--- src/rtl/rr_mux_reg_if.sv ---
// rr_mux_reg_if
//   Handshake bundle between N producers, the rr_mux_reg block and one consumer.
//   Signals:
//     mode      - 0 = manual select, 1 = round-robin
//     select    - channel index used in manual mode
//     in_data   - packed channel data, channel i at [i*WIDTH +: WIDTH]
//     in_valid  - per-channel valid
//     in_ready  - per-channel ready (one-hot or zero)
//     out_data  - registered output word
//     out_chan  - channel that produced out_data
//     out_valid - output register holds a word
//     out_ready - consumer accepts the word
//   Modports: master (producers/consumer side), slave (mux side).
interface rr_mux_reg_if #(
  parameter  int WIDTH    = 2,
  parameter  int CHANNELS = 4,
  localparam int SEL_W    = $clog2(CHANNELS)
);
  logic                      mode;
  logic [SEL_W-1:0]          select;
  logic [CHANNELS*WIDTH-1:0] in_data;
  logic [CHANNELS-1:0]       in_valid;
  logic [CHANNELS-1:0]       in_ready;
  logic [WIDTH-1:0]          out_data;
  logic [SEL_W-1:0]          out_chan;
  logic                      out_valid;
  logic                      out_ready;

  modport master (
    output mode, select, in_data, in_valid, out_ready,
    input  in_ready, out_data, out_chan, out_valid
  );

  modport slave (
    input  mode, select, in_data, in_valid, out_ready,
    output in_ready, out_data, out_chan, out_valid
  );
endinterface

--- src/rtl/rr_mux_reg.sv ---
// rr_mux_reg
//   Registered N-channel multiplexer with valid/ready on every input and on
//   the output. Manual mode forwards the channel named by select; round-robin
//   mode grants the first valid channel after the last one served.
//   Ports:
//     clk   - single clock, rising edge
//     rst_n - asynchronous active-low reset
//     bus   - rr_mux_reg_if.slave handshake bundle
module rr_mux_reg #(
  parameter  int WIDTH    = 2,
  parameter  int CHANNELS = 4,
  localparam int SEL_W    = $clog2(CHANNELS)
) (
  input  logic         clk,
  input  logic         rst_n,
  rr_mux_reg_if.slave  bus
);

  logic                 out_valid_r;
  logic [WIDTH-1:0]     out_data_r;
  logic [SEL_W-1:0]     out_chan_r;
  logic [SEL_W-1:0]     last_r;

  logic                 load_en_s;
  logic                 grant_vld_s;
  logic [SEL_W-1:0]     grant_idx_s;
  logic [WIDTH-1:0]     chan_data_s [CHANNELS];

  // Channel reached by stepping 'step' positions past 'base', wrapping.
  function automatic logic [SEL_W-1:0] rr_idx(input logic [SEL_W-1:0] base,
                                              input int step);
    int sum_v;
    sum_v = (int'(base) + step) % CHANNELS;
    return sum_v[SEL_W-1:0];
  endfunction

  // Output register may take a new word when empty or draining this cycle.
  assign load_en_s = !out_valid_r || bus.out_ready;

  // Grant decision: manual select or round-robin scan starting after last_r.
  always_comb begin
    grant_vld_s = 1'b0;
    grant_idx_s = '0;
    if (bus.mode == 1'b0) begin
      // Out-of-range select (non power-of-2 CHANNELS) simply grants nothing.
      if (int'(bus.select) < CHANNELS) begin
        if (bus.in_valid[bus.select]) begin
          grant_vld_s = 1'b1;
          grant_idx_s = bus.select;
        end else begin
          grant_vld_s = 1'b0;
        end
      end else begin
        grant_vld_s = 1'b0;
      end
    end else begin
      // Highest priority is last_r+1, lowest is last_r itself.
      for (int k = CHANNELS; k >= 1; k--) begin
        if (bus.in_valid[rr_idx(last_r, k)]) begin
          grant_vld_s = 1'b1;
          grant_idx_s = rr_idx(last_r, k);
        end else begin
          grant_vld_s = grant_vld_s;
        end
      end
    end
  end

  // Per-channel data slices and one-hot ready; ready is forced low in reset.
  for (genvar i = 0; i < CHANNELS; i++) begin : g_chan
    assign chan_data_s[i]  = bus.in_data[i*WIDTH +: WIDTH];
    assign bus.in_ready[i] = rst_n && load_en_s && grant_vld_s &&
                             (grant_idx_s == SEL_W'(i));
  end

  // Output register and round-robin pointer.
  always_ff @(posedge clk or negedge rst_n) begin
    if (!rst_n) begin
      out_valid_r <= 1'b0;
      out_data_r  <= '0;
      out_chan_r  <= '0;
      last_r      <= SEL_W'(CHANNELS - 1);
    end else if (load_en_s) begin
      if (grant_vld_s) begin
        out_valid_r <= 1'b1;
        out_data_r  <= chan_data_s[grant_idx_s];
        out_chan_r  <= grant_idx_s;
        last_r      <= grant_idx_s;
      end else begin
        // Nothing to load: drop valid, keep data/chan for observability.
        out_valid_r <= 1'b0;
      end
    end else begin
      out_valid_r <= out_valid_r;
    end
  end

  assign bus.out_valid = out_valid_r;
  assign bus.out_data  = out_data_r;
  assign bus.out_chan  = out_chan_r;

endmodule

--- src/flat_wrapper.sv ---
// flat-port wrapper written by rule: the top's interface ports become plain ports
module rr_mux_reg_flat 
#(
  parameter  int WIDTH    = 2,
  parameter  int CHANNELS = 4,
  localparam int SEL_W    = $clog2(CHANNELS)
)
  (clk, rst_n, bus_mode, bus_select, bus_in_data, bus_in_valid, bus_out_ready, bus_in_ready, bus_out_data, bus_out_chan, bus_out_valid);
  rr_mux_reg_if #(.WIDTH(WIDTH), .CHANNELS(CHANNELS)) bus_i ();
  input  logic clk;
  input  logic rst_n;
  input wire logic [$bits(bus_i.mode)-1:0] bus_mode;
  input wire logic [$bits(bus_i.select)-1:0] bus_select;
  input wire logic [$bits(bus_i.in_data)-1:0] bus_in_data;
  input wire logic [$bits(bus_i.in_valid)-1:0] bus_in_valid;
  input wire logic [$bits(bus_i.out_ready)-1:0] bus_out_ready;
  output wire logic [$bits(bus_i.in_ready)-1:0] bus_in_ready;
  output wire logic [$bits(bus_i.out_data)-1:0] bus_out_data;
  output wire logic [$bits(bus_i.out_chan)-1:0] bus_out_chan;
  output wire logic [$bits(bus_i.out_valid)-1:0] bus_out_valid;
  assign bus_i.mode = bus_mode;
  assign bus_i.select = bus_select;
  assign bus_i.in_data = bus_in_data;
  assign bus_i.in_valid = bus_in_valid;
  assign bus_i.out_ready = bus_out_ready;
  assign bus_in_ready = bus_i.in_ready;
  assign bus_out_data = bus_i.out_data;
  assign bus_out_chan = bus_i.out_chan;
  assign bus_out_valid = bus_i.out_valid;
  rr_mux_reg #(.WIDTH(WIDTH), .CHANNELS(CHANNELS)) u_core (.clk(clk), .rst_n(rst_n), .bus(bus_i));
endmodule
--- config.mk ---
export PLATFORM = sky130hd
export DESIGN_NAME = rr_mux_reg_flat
export DESIGN_NICKNAME = d
export VERILOG_FILES = /design/src/rtl/rr_mux_reg_if.sv /design/src/rtl/rr_mux_reg.sv /design/src/flat_wrapper.sv
export SDC_FILE = /design/constraint.sdc
export NUM_CORES = 1
export LEC_CHECK = 0
export ABC_AREA = 0
export CORE_MARGIN = 2
export CORE_UTILIZATION = 38
export DETAILED_ROUTE_END_ITERATION = 12
export GPL_ROUTABILITY_DRIVEN = 0
export PLACE_DENSITY_LB_ADDON = 0.05
export SYNTH_ARGS = -nofsm -noshare
export SYNTH_HDL_FRONTEND = slang
export SYNTH_SLANG_ARGS = --single-unit
export TNS_END_PERCENT = 20
--- constraint.sdc ---
create_clock -name clk -period 1.88 [get_ports clk]
set_input_delay 0.282 -clock clk [delete_from_list [all_inputs] [get_ports clk]]
set_output_delay 0.282 -clock clk [all_outputs]
set_load 0.03 [all_outputs]
==> results.yml, run 1 <==
worst_setup_path:
  critPathBufInv: 2
  path_cells: "clkdlybuf4s50_1 -> o41ai_2 -> a21boi_2 -> a21oi_2 -> nand2_2 -> nor3_2 -> buf_4"
  r2r_end: "u_core.bus.out_data[1]"
  start_kind: "input port"
  crit_required_ns: 1.60
  end_kind: "primary output"
  r2r_slack_ns: -0.15
  worstRegToRegCells: 8
  setup.worst_path.start: "bus_mode"
  critPathKind: "input port to primary output"
  cp_top_family: "buffers and inverters"
  path_max_fanout: 3
  cp_slowest_stage_delay_ns: 0.54
  r2r-start: "u_core.last_r[1]"
  endpoint: "bus_in_ready[2]"
  cp.arrival_ns: 1.86
  worst-path-stages: 7
  cp_slowest_cell: "clkdlybuf4s50_1"
global_routing:
  grt_pass1_vias: 581
  grt_usage_pct: 18.60
  overflow: 0
  grt-busiest-layer: "met2"
  grt_pass1_wl_mm: 2.532
  grt_max_degree: 8
  met2_usage_pct: 34.06
  met1_usage_pct: 21.01
  grtUsageMet3_pct: 1.293
  antenna_found_initial: 0
sta:
  drv_slew: 0
  setup_slack_ns: -0.2624
  period_minus_slack_ns: 2.142
  slew_headroom_pct: 71.32
  fin_worst_skew_ns: 0.005065
  fmax_ghz: 0.4668
  hold_viol_final: 0
  period_share_pct: 114.0
  finalSetupViolCount: 8
  worst_slew_pin_slew_ns: 0.4255
  holdWs_ns: 0.4883
  rsz0062_at_grt: "true"
power_and_ir_drop:
  power_w: 0.0007796
  p_sw_share_pct: 35.77
  ir_drop_v: 0.0005047
  leakage_nw: 0.4587
  switching_power_w: 0.0002789
  p_int_w: 0.0005008
  power_density_nw_per_um2: 750.7
  clock_power_share_pct: 16.9
  power_frac_seq_pct: 28.4
  p_comb_share_pct: 54.7
synthesis:
  synthArstFlopShare_pct: 100.0
  synthCells: 56
  syn_avg_cell_area_um2: 9.876
  yosysWarnings: 0
  synth_common_cells: "5 x dfrtp_1, 5 x mux2i_1, 4 x nand2_1, 4 x o21a_1"
  synth_top_area_share_pct: 22.62
  synth_area_um2: 553.0
  ys_types: 31
  ys_top_cells_by_area: "dfrtp_1 23%, dfstp_2 9.5%, mux2i_1 9.0%"
  syn-num-nets: 74
  synth-edff-count: 0
  seq_area_frac_synth_pct: 32.13
  ys_seq_elements: 7
  synth_area_leader_cell: "dfrtp_1"
  synth_ff_type: "dfrtp_1"
clock_network:
  ctsHtreeMaxLevel: 1
  cts-root-buf: "clkbuf_4"
  cts_buffer_depth: 2
  cts_tree: "yes"
  worstSkewPairLatency_ns: 0.25
  cts_sinks: 7
  numCtsBuffers: 3
  clk_pin_slew_ns: 0.05
floorplanning:
  die_w_um: 42.15
  core.rowCount: 13
  io_pins: 27
  core-area_um2: 1334
  die_y_um: 42.15
  die-area_um2: 1777
  initial_core_util_pct: 41.46
finish:
  drive_gt1_share_pct: 46.00
  syn2layout_area_growth_pct: 87.78
  diodes: 0
  final_nets: 119
  final_cell_count_no_fill: 115
  fill_cells: 89
  final_cell_area_um2: 1039
route:
  detail_route.wl_per_cell_um: 14.56
  wirelength_mm: 1.674
  drt_iter0_drc: 6
  via_per_inst: 5.148
  drcViolationCount: 0
  drt_first_pass_iters: 2
  detail-route-antenna-nets: 0
  num_vias: 592
placed_design:
  place_area_um2: 914.6
  place_inst: 107
  dp_hpwl_mm: 1.203
  port-buffer-count: 26
status:
  status: "finished with violations"
  violations: "setup timing"
worst_hold_path:
  hold_path.class: "input port to async pin"
job:
  cap_violations: 0
[placed cells by master, fill, tap and decap left out, types with 3 or more instances in the layout]
cell type	instances
mux2i_1	5
clkdlybuf4s50_1	16
clkbuf_4	3
nand2b_1	3
o21a_1	4
dlygate4sd2_1	6
buf_6	5
dfrtp_1	5
buf_4	14
inv_1	3
[worst min-delay path by stage]
stage | endpoint | slack (ns) | depth (start not counted) | startpoint
3_3_place_gp | u_core.bus.out_chan[1] | 0.48 | 1 | u_core.bus.out_chan[1]
6_report | u_core.bus.out_chan[1] | 0.49 | 2 | rst_n
5_1_grt | u_core.bus.out_chan[1] | 0.51 | 2 | rst_n
4_1_cts | u_core.bus.out_chan[1] | 0.43 | 2 | rst_n
2_1_floorplan | u_core.bus.out_chan[0] | -0.01 | 0 | rst_n
3_5_place_dp | u_core.bus.out_chan[1] | 0.48 | 1 | u_core.bus.out_chan[1]
[registers in the layout, summed over array words and instances, names as in the netlist]
signal and count:
u_core.bus.out_chan 2, u_core.bus.out_data 2, u_core.bus.out_valid 1, u_core.last_r 2
[layout make-up]
| cell class | count | area [µm²] | area share, % |
|---|---|---|---|
| clock buffer | 4 | 26.28 | 2.530 |
| inverter | 3 | 11.26 | 1.084 |
| multi-input combinational | 45 | 430.4 | 41.45 |
| sequential | 7 | 177.7 | 17.11 |
| tap | 15 | 18.77 | 1.807 |
| timing repair buffer | 41 | 374.1 | 36.02 |
[timing repair]
action | in CTS | in global routing
setup buffers | 2 | 2
cloned | 0 | 0
pin swaps | 5 | 8
endpoints found under the setup margin | 10 | 7
hold buffers | 0 | 0
resized for setup | 20 | 5
[metrics by stage]
| step | worst slack, ns | util (%) | TNS, ns |
|---|---|---|---|
| 6_report | -0.2624 | 77.86 | -1.418 |
| 5_1_grt | -0.3145 | 77.86 | -1.948 |
| 4_1_cts | -0.2296 | 74.95 | -0.7870 |
| 3_5_place_dp | -0.5198 | 68.57 | -4.169 |
| 3_3_place_gp | -0.4878 | 68.57 | -3.976 |
| 2_1_floorplan | -0.09824 | - | -0.3320 |
[power groups by stage]
stage / clock network [W] / logic (W) / registers [W]
global route: 0.000144 / 0.000454 / 0.000227
CTS: 0.000140 / 0.000400 / 0.000222
finish: 0.000132 / 0.000426 / 0.000221
floorplan: 0 / 0.000147 / 0.000273
detailed placement: 0 / 0.000365 / 0.000223
global placement: 0 / 0.000363 / 0.000222
[cells by family after synthesis]
family	after synthesis	share of synthesized area, %
muxes	8	18.55
buffers and inverters	4	2.940
DFF	7	32.13
AOI/OAI and AO/OA	16	25.11
and+or+nand+nor	21	21.27
[routing by layer]
layer | up-vias | routed length [µm]
li1 | 296 | -
met1 | 272 | 664
met2 | 18 | 873
met3 | 6 | 76
met4 | 0 | 60
met5 | - | 0
No activity file was read; power rests on OpenSTA's default activity.
==> inputs of run 2 (changes only) <==
--- a/config.mk
+++ b/config.mk
@@ -6,7 +6,7 @@
 export NUM_CORES = 1
 export LEC_CHECK = 0
 export ABC_AREA = 0
-export CORE_MARGIN = 2
+export CORE_MARGIN = 1.5
 export CORE_UTILIZATION = 38
 export DETAILED_ROUTE_END_ITERATION = 12
 export GPL_ROUTABILITY_DRIVEN = 0
==> run 2 against run 1 <==
Effect of this change:
- the run still ends with setup timing left
- count of clock-buffer cells in the layout is the same
- flip-flop and latch count unchanged
- via count rose by 0.51%
- first-iteration DRC count down 17%
- non-clock buffer count is 2 higher
- worst hold slack worse by 0.076 ns
- routed wire length is 2.4% higher
- sequential share of layout area decreased by 0.30 points
- global-route usage rose by 2.9 points
==> results.yml, run 2 (synthesis results as in run 1) <==
status:
  status: "finished with violations"
  violations: "setup timing"
finish:
  multi_input_area_um2: 439.2
  utilization_pct: 79.27
  final_nets: 121
  final_cell_mix: "17 x buf_4, 15 x clkdlybuf4s50_1, 7 x dlygate4sd2_1"
  final_cell_count_no_fill: 117
  final_cell_area_um2: 1057
  layout_commonest_cell: "buf_4"
  seq_area_um2: 177.7
  fill_cells: 96
  drive_gt1_share_pct: 46.08
  syn2layout_area_growth_pct: 91.18
  diodes: 0
clock_network:
  cts_hold_buf: 0
  cts_tree: "yes"
  clk_pin_slew_ns: 0.05
  numCtsBuffers: 3
  worstSkewPairLatency_ns: 0.25
  cts_sinks: 7
  cts-root-buf: "clkbuf_4"
  ctsHtreeMaxLevel: 1
  cts_buffer_depth: 2
worst_setup_path:
  cp_slowest_stage_delay_ns: 0.55
  crit_required_ns: 1.60
  critPathBufInv: 2
  start_kind: "register"
  end_kind: "primary output"
  cp_top_family: "flip-flops"
  critPathKind: "register to primary output"
  path_cells: "mux2i_1 -> or2_4 -> a31oi_4 -> or2_4 -> buf_6 -> nor2_4 -> buf_6"
  cp.arrival_ns: 1.82
  path_max_fanout: 4
  cp_slowest_cell: "dfstp_2"
sta:
  period_share_pct: 111.9
  period_minus_slack_ns: 2.103
  rsz0062_at_grt: "true"
  setup_slack_ns: -0.2229
  slew_headroom_pct: 77.23
  hold_viol_final: 0
  fmax_ghz: 0.4755
  worst_slew_pin_slew_ns: 0.3415
  drv_slew: 0
  fin_worst_skew_ns: 0.003692
  finalSetupViolCount: 5
global_routing:
  grt_usage_pct: 21.51
  grt_max_degree: 8
  overflow: 0
  grt_pass1_vias: 528
  grt_pass1_wl_mm: 2.263
  antenna_found_initial: 0
route:
  num_vias: 595
  detail_route.wl_per_cell_um: 14.66
  drt_iter0_drc: 5
  drcViolationCount: 0
  drt_first_pass_iters: 4
  via_per_inst: 5.085
  wirelength_mm: 1.715
  detail-route-antenna-nets: 0
power_and_ir_drop:
  p_sw_share_pct: 36.02
  clock_power_share_pct: 16.8
  power_density_nw_per_um2: 747.1
  p_int_w: 0.0005054
  p_comb_share_pct: 55.0
  switching_power_w: 0.0002845
  power_frac_seq_pct: 28.1
  leakage_nw: 0.4667
  ir_drop_v: 0.0005822
floorplanning:
  die_y_um: 41.15
  die-area_um2: 1693
  core.rowCount: 13
  core-area_um2: 1334
  die_w_um: 41.15
  initial_core_util_pct: 41.46
  io_pins: 27
job:
  cap_violations: 0
placed_design:
  port-buffer-count: 26
  dp_hpwl_mm: 1.230
  place_area_um2: 937.1
  place_inst: 110
worst_hold_path:
  hold_path.class: "input port to async pin"
==> run 2: cell types whose count changed in the layout (fill, tap and decap cells not counted), sizes merged <==
cell and change:
dlygate4sd2 +1, clkdlybuf4s50 -1, buf +2
==> run 2: worst paths after layout <==
| check | endpoint | cells past startpoint | slack [ns] | from |
|---|---|---|---|---|
| hold / removal | u_core.bus.out_valid | 2 | 0.41 | rst_n |
| min in group clk | u_core.bus.out_data[1] | 2 | 0.50 | u_core.bus.out_data[1] |
| setup / recovery | bus_in_ready[0] | 7 | -0.22 | u_core.last_r[1] |
| setup reg to reg | u_core.bus.out_data[1] | 7 | -0.02 | u_core.last_r[1] |
| max in group asynchronous | u_core.last_r[0] | 2 | 1.26 | rst_n |
| hold reg to reg | u_core.bus.out_data[1] | 2 | 0.50 | u_core.bus.out_data[1] |
==> run 2: through the flow <==
stage	power, W	setup TNS, ns	setup WS (ns)	hold WS (ns)
after floorplan	0.0004197	-0.3320	-0.09824	-0.01359
after global routing	0.0008348	-1.276	-0.3096	0.4294
final	0.0007899	-0.8412	-0.2229	0.4119
after global placement	0.0005955	-3.834	-0.4945	0.4841
after detailed placement	0.0006025	-4.147	-0.5255	0.4791
after CTS	0.0007772	-0.9102	-0.2404	0.4049
==> run 2: final cells by class <==
cell class | count | area share [%]
multi-input combinational | 45 | 41.54
timing repair buffer | 43 | 36.33
sequential | 7 | 16.80
clock buffer | 4 | 2.485
tap | 15 | 1.775
inverter | 3 | 1.065
==> run 2: timing repair <==
item / CTS / global route
setup buffers: 1 / 2
pin swaps: 5 / 8
setup endpoints to repair: 9 / 6
gates resized for setup: 22 / 4
==> run 2: power by group through the flow <==
stage	clock [W]	sequential, W	combinational, W
CTS	0.000142	0.000222	0.000413
detailed placement	0	0.000223	0.000379
global route	0.000146	0.000226	0.000463
floorplan	0	0.000273	0.000147
global placement	0	0.000222	0.000373
finish	0.000133	0.000222	0.000435
==> run 2: metal layers <==
layer | GRT usage, % | share of wire (%) | vias up
met2 | 37.89 | 53 | 14
met1 | 24.33 | 43 | 281
li1 | - | - | 300
met5 | 0 | 0 | -
met3 | 3.261 | 4.0 | 0
met4 | 12.10 | 0 | 0
==> run 2: worst reg2reg max path: cells and delay by family (launching register included) <==
family	cells	cell delay, ns
flops	1	0.55
simple gates	2	0.54
buf+inv	2	0.27
compound gates	2	0.26
mux	1	0.18
==> inputs of run 3 (changes only) <==
--- a/config.mk
+++ b/config.mk
@@ -11,6 +11,7 @@
 export DETAILED_ROUTE_END_ITERATION = 12
 export GPL_ROUTABILITY_DRIVEN = 0
 export PLACE_DENSITY_LB_ADDON = 0.05
+export SLEW_MARGIN = 20
 export SYNTH_ARGS = -nofsm -noshare
 export SYNTH_HDL_FRONTEND = slang
 export SYNTH_SLANG_ARGS = --single-unit
==> results of run 3 <==
Same layout as run 2: the final DEF is identical, and so are final timing and power.
